==> src/rtl/hazard_forwarding_scoreboard.sv <==
// EX-stage forwarding and load-use hazard unit backed by a shift-register scoreboard
// of in-flight destination registers, with registered per-operand forwarding selects.
module hazard_forwarding_scoreboard #(
    parameter  int NB_REG     = 5,
    parameter  int N_SRC      = 2,
    parameter  int N_STAGES   = 3,
    parameter  int LOAD_STAGE = 2,
    parameter  int NB_CNT     = 16,
    localparam int NB_SEL     = $clog2(N_STAGES + 1)
) (
    input  logic                    i_clk,
    input  logic                    i_rst,
    input  logic                    i_valid_ID,
    input  logic [N_SRC*NB_REG-1:0] i_rs_from_ID,
    input  logic [N_SRC-1:0]        i_src_used,
    input  logic [NB_REG-1:0]       i_rd_from_ID,
    input  logic                    i_RegWrite_from_ID,
    input  logic                    i_MemRead_from_ID,
    input  logic                    i_flush,
    output logic                    o_stall,
    output logic [N_SRC*NB_SEL-1:0] o_fwd_sel,
    output logic [NB_CNT-1:0]       o_stall_count
);

    typedef struct packed {
        logic [NB_REG-1:0] rd;
        logic              regWrite;
        logic              memRead;
    } sbEntry_t;

    sbEntry_t                       r_sb [N_STAGES];
    logic [N_SRC*NB_SEL-1:0]        r_fwdSel;
    logic [NB_CNT-1:0]              r_stallCount;

    logic [N_SRC-1:0][NB_SEL-1:0]   w_hitStage;
    logic [N_SRC-1:0]               w_hitLoadUse;
    logic [NB_REG-1:0]              w_rs;
    logic                           w_stall;
    logic                           w_issue;

    // Walk from the oldest matchable entry to the youngest so the youngest match overwrites;
    // the last entry retires this cycle and the register file bypasses it, so it is skipped.
    always_comb begin
        w_hitStage   = '0;
        w_hitLoadUse = '0;
        w_rs         = '0;
        for (int k = 0; k < N_SRC; k++) begin
            w_rs = i_rs_from_ID[k*NB_REG +: NB_REG];
            for (int j = N_STAGES - 2; j >= 0; j--) begin
                if (r_sb[j].regWrite && (r_sb[j].rd == w_rs) && (w_rs != '0) && i_src_used[k]) begin
                    w_hitStage[k]   = NB_SEL'(j + 1);
                    w_hitLoadUse[k] = r_sb[j].memRead && ((j + 1) < LOAD_STAGE);
                end
            end
        end
    end

    assign w_stall = i_valid_ID & ~i_flush & ~i_rst & (|w_hitLoadUse);
    assign w_issue = i_valid_ID & ~i_flush & ~w_stall;

    always_ff @(posedge i_clk or posedge i_rst) begin
        if (i_rst) begin
            for (int j = 0; j < N_STAGES; j++) begin
                r_sb[j] <= '0;
            end
            r_fwdSel <= '0;
        end else begin
            for (int j = N_STAGES - 1; j > 0; j--) begin
                r_sb[j] <= r_sb[j-1];
            end
            if (w_issue) begin
                r_sb[0]  <= '{rd: i_rd_from_ID, regWrite: i_RegWrite_from_ID, memRead: i_MemRead_from_ID};
                r_fwdSel <= w_hitStage;
            end else begin
                r_sb[0]  <= '0;
                r_fwdSel <= '0;
            end
        end
    end

    // Saturating stall counter: sticks at all-ones instead of wrapping.
    always_ff @(posedge i_clk or posedge i_rst) begin
        if (i_rst) begin
            r_stallCount <= '0;
        end else if (w_stall && (r_stallCount != '1)) begin
            r_stallCount <= r_stallCount + 1'b1;
        end
    end

    assign o_stall       = w_stall;
    assign o_fwd_sel     = r_fwdSel;
    assign o_stall_count = r_stallCount;

endmodule

==> config.mk <==
export PLATFORM = sky130hd
export DESIGN_NAME = hazard_forwarding_scoreboard
export DESIGN_NICKNAME = d
export VERILOG_FILES = /design/src/rtl/hazard_forwarding_scoreboard.sv
export SDC_FILE = /design/constraint.sdc
export NUM_CORES = 1
export LEC_CHECK = 0
export ABC_AREA = 0
export BUFFER_PORTS_ARGS = -buffer_cell sky130_fd_sc_hd__buf_2
export CAP_MARGIN = 20
export CORE_UTILIZATION = 45
export DETAILED_ROUTE_END_ITERATION = 12
export PLACE_DENSITY = 0.7
export SYNTH_ARGS = -nofsm -noshare
export SYNTH_HDL_FRONTEND = slang
export SYNTH_SLANG_ARGS = --single-unit
==> constraint.sdc <==
create_clock -name i_clk -period 2.5 [get_ports i_clk]
set_input_delay 0.125 -clock i_clk [delete_from_list [all_inputs] [get_ports i_clk]]
set_output_delay 0.125 -clock i_clk [all_outputs]
set_load 0.01 [all_outputs]
---- Word level (Yosys, flattened, before mapping) ----
Index checks and enable logic that the tools add are counted.
word-level totals
  input port bits ......................... 23
  flip-flop bits (word level) ............. 33
  output and inout port bits .............. 21
cells by class
  multiplexer cells ....................... 8
  add/sub/neg operators ................... 1
  bitwise operators ....................... 7
  reductions and logical operators ........ 16
  equal/unequal tests ..................... 5
operators by type and width
  cell                   count
  $eq 5x5->1             4
  $add 16x1->16 const B  1
  $ne 16x16->1 const B   1
  $logic_and 1x1->1      13
  $reduce_bool 5->1      2
  $mux 2                 4
  $mux 7                 1
  $and 1x1->1            4
  $mux 4                 1
  $not 1->1              3
  $mux 1                 2
  $reduce_or 2->1        1

---- Depth between registers and ports, before layout ----
  depth after elaboration ................. 10
  depth in mapped cells ................... 7
  mapped depth without buffers ............ 6

---- Worst setup path after synthesis ----
OpenSTA, ideal clock, no wires.
  kind .................................... input-to-reg
  start point ............................. in i_rst
  end point ............................... reg r_stallCount[3] (netlist: o_stall_count[3])
  stages on the path ...................... 6
  required time ........................... 2.373 ns
  slack ................................... 0.407 ns
  arrival time ............................ 1.966 ns
  path buffers ............................ 1
  path through ............................ inv_1 -> nand3_2 -> a211oi_2 -> buf_4 -> nand4_1 -> xnor2_1
between the ends
  longest elaborated chain between the ends .. 4
RTL lines
  item                       RTL line  text
  start: declaration         12        input logic i_rst,
  $not 1->1                  58        assign w_stall = i_valid_ID & ~i_flush & ~i_rst & (|w_hitLoadUse);
  $and 1x1->1 (2 in series)  58
  $logic_and 1x1->1          85        end else if (w_stall && (r_stallCount != '1)) begin
  end signal: assignment     86        r_stallCount <= r_stallCount + 1'b1;
  end: declaration           33        logic [NB_CNT-1:0] r_stallCount;
No other way between the ends.
A chain may end at the register's enable or synchronous reset.

---- Worst setup path in the final report ----
  start point ............................. reg r_sb[18] in the netlist's numbering
  end point ............................... out o_stall
between the ends
  longest elaborated chain between the ends .. 7
  elaborated cells on any way between the ends .. 12
  classes of those cells .................. eq/ne: 2; mux: 2; bitwise: 1; reduce/logical: 7
RTL lines
  item                              RTL line  text
  start: declaration                31        sbEntry_t r_sb [N_STAGES];
  start signal: indexed assignment  69        r_sb[j] <= r_sb[j-1];
  $eq 5x5->1                        50        if (r_sb[j].regWrite && (r_sb[j].rd == w_rs) && (w_rs != '0) && i_src_used[k]) begin
  $logic_and 1x1->1 (3 in series)   50
  $mux 1                            50
  $reduce_or 2->1 (*)               58
  $and 1x1->1 (*)                   58
  end: declaration                  20        output logic o_stall,
Every way passes the cells marked *; elsewhere a longest branch is shown, timed or not.

==> impl_results.md <==
* Sink Count at 33
* Die height at between 60 and 70 um
* Worst path required time at 2.38 ns
* Clock Pin Slew Worst Setup and Hold Paths at around 0.06 ns
* Syn Inst Count at about 140
* Peak supply drop at about 300 uV
* Final nets at ~220
* Fin Hold WS at approximately 0.042 ns
* First-pass DRT Iterations at 4
* Post-Route Setup TNS at 0 ns
* Number of global-route vias before repair at ~1300
* Outcome: completed
* Multi-input gate area at between 800 and 900 um^2
* P per Cell Area at about 520 mW/mm^2
* Port bufs at 43
* Final setup viols at 0
* Worst slew pin tran at approximately 0.45 ns
* Total global routing overflow at 0
* Synth warn at 0
* P&R area growth vs syn at 23.24%
* Die Area at between 0.003 and 0.004 mm^2
* RSZ-0062 raised after global routing: false
* WP data arrival at between 1.5 and 2 ns
* Max-cap viol count at 0
* Post-Syn Area at around 0.0017 mm^2
* Syn Area/Cell at around 12 um^2
* Clock Path Buffers at 2
* CTS buffer count at 5
* PostCTS Resize Cnt at 0
* Static leakage at between 0.001 and 0.0015 uW
* Post-DR vias/cell at 5.092
* DR vias at roughly 1200
* Final Max Slew Viols at 0
* Met2 usage at 0.3266
* Critical path launch point type: flip-flop
* Core area at 0.003442 mm^2
* WL/cell at ~14 um
* Sw Share at 0.2244
* Post-route ant nets at 0
* Met1 Usage GRT at 0.2580
* Post-layout min period at 2.050 ns
* Main synth FF type: dfrtp_1
* Reg power frac at 0.515
* Sw Pwr at around 240 uW
* Clock share of power at 0.407
* EDFF count, synth at 0
* H-tree levels at 2
* Total track usage at 0.2069
* Combinational share of power at 0.078
* FP Rows at 21
* Routed WL at around 3400 um
* WS Path Type: reg2out
* Register area at 825.8 um^2
* Clock Skew at 0.003745 ns
* Share of layout cells above drive strength 1 at 0.3402
* Initial antenna violation count at 0
* CTS tree: yes
* Relative max-transition margin at 0.7010
* Commonest non-fill, non-tap cell in the layout: buf_2
* Met3 Resource Use GR at 0.05657
* Final worst path period share at 0.8200
* Initial drt markers at 63
* Routability cong. at about 0.9
* Register bit count reported by yosys at 33
* Reg2reg setup slack at between 0.4 and 0.5 ns
* DRC errors left at 0
* Yosys cell types at 30
* Total internal power at 829.4 uW
* Setup crit end kind: output port
* Initial Util at 0.4849
* Post-route cell area at 0.002057 mm^2
* I/O pin cnt at 44
* Clock Tree Root: clkbuf_8
* Busiest grt layer: met2
* CP max FO at 6
* Fmax at approximately 490 MHz
* First-pass GRT wire length at approximately 6300 um
* Asr flop ratio synth at 1.000
* Die W at approximately 63 um
* Ant. Diodes at 0
* Syn_nets at 165
* Fillers at between 200 and 300
* Largest net degree at the start of global routing at 23
* Post-DP HPWL at about 2700 um
* Final hold violation count at 0
* Clk_lat worst skew at approximately 0.28 ns
* Most frequent cells in the layout: buf_2 (43), dfrtp_1 (33), xnor2_1 (18), xor2_1 (16)
* Min-Delay Path Class: in2reg
* Post-synthesis sequential area ratio at 0.4948
* DP Area at just under 0.002 mm^2
-- cells in the mapped netlist (2+ instances only) --
master    instances  area, um^2
nor3_1            2       10.01
and4_1            3       26.28
xnor2_1          18       157.7
nor4_4            4       85.08
or4_1             3       22.52
and2_1            9       56.30
dfrtp_1          33       825.8
nand3_1           7       35.03
and3_1            4       25.02
a21oi_1           2       10.01
nand4_1           8       50.05
nor2_1            6       22.52
nand2_1           9       33.78
xor2_1           16       140.1
nand4b_2          2       30.03
-- critical path, cell delays in order (launching register included) --
cell	delay, ns
dfrtp_1	0.42
xor2_1	0.20
nor4_4	0.33
nand4b_2	0.19
and2_4	0.25
nor2_1	0.11
buf_2	0.14
-- logic make-up after synthesis --
kind of cell,synth area share
AO/OA/AOI/OAI,0.03523
XOR/XNOR,0.1784
adder cells (fa/ha/maj),0.007495
buffers and inverters,0.01349
flip-flops,0.4948
multiplexers,0.006746
AND/OR/NAND/NOR,0.2639
-- layout make-up --
type | count | area share
flip-flops and latches | 33 | 0.4015
well taps | 46 | 0.02798
clock buffers | 7 | 0.04684
clock inverters | 1 | 0.002433
repair buffers | 47 | 0.1204
inverters | 1 | 0.001825
multi-input cells | 105 | 0.3990
-- final timing paths --
check,startpoint,to,cells after the start
max,r_sb[18]$_DFF_PP0_,o_stall,6
min,i_rd_from_ID[1],r_sb[17]$_DFF_PP0_,2
max reg2reg,r_sb[18]$_DFF_PP0_,o_stall_count[1]$_DFFE_PP0P_,6
min reg2reg,r_sb[20]$_DFF_PP0_,r_sb[13]$_DFF_PP0_,0
max in group asynchronous,i_rst,o_stall_count[10]$_DFFE_PP0P_,4
min in group asynchronous,i_rst,r_sb[8]$_DFF_PP0_,4
-- per-layer routing --
| metal | wire, um | share of wire | vias to the layer above |
|---|---|---|---|
| li1 | - | - | 596 |
| met1 | 1465 | 0.43 | 582 |
| met2 | 1737 | 0.51 | 36 |
| met3 | 133 | 0.039 | 8 |
| met4 | 72 | 0.021 | 0 |
| met5 | 0 | 0 | - |
-- power by group through the flow --
stage	sequential (uW)	combinational, uW	clock, uW
2_1_floorplan	559	47.9	0
3_3_place_gp	560	79.6	0
3_5_place_dp	561	83.3	0
4_1_cts	551	84.6	447
5_1_grt	552	92.8	470
6_report	551	83.4	435
-- flip-flops by register name, indices dropped and copies added, names as in the netlist --
name,cells
o_stall_count,16
o_fwd_sel,4
r_sb,13
-- repair_timing --
| item | in CTS | in global routing |
|---|---|---|
| endpoints found under the hold margin | 33 | 0 |
| hold buffers | 1 | 0 |
| buffers inserted | 0 | 0 |
-- through the flow --
stage          total power [uW]  cells  worst slack [ns]    util
2_1_floorplan             606.4    141            0.4073       -
3_3_place_gp              639.9    231            0.5432  0.5652
5_1_grt                    1115    240            0.3452  0.5976
4_1_cts                    1082    240            0.4294  0.5976
3_5_place_dp              644.3    231            0.4698  0.5652
6_report                   1069    240            0.4499  0.5976
No activity file was read; power rests on OpenSTA's default activity.
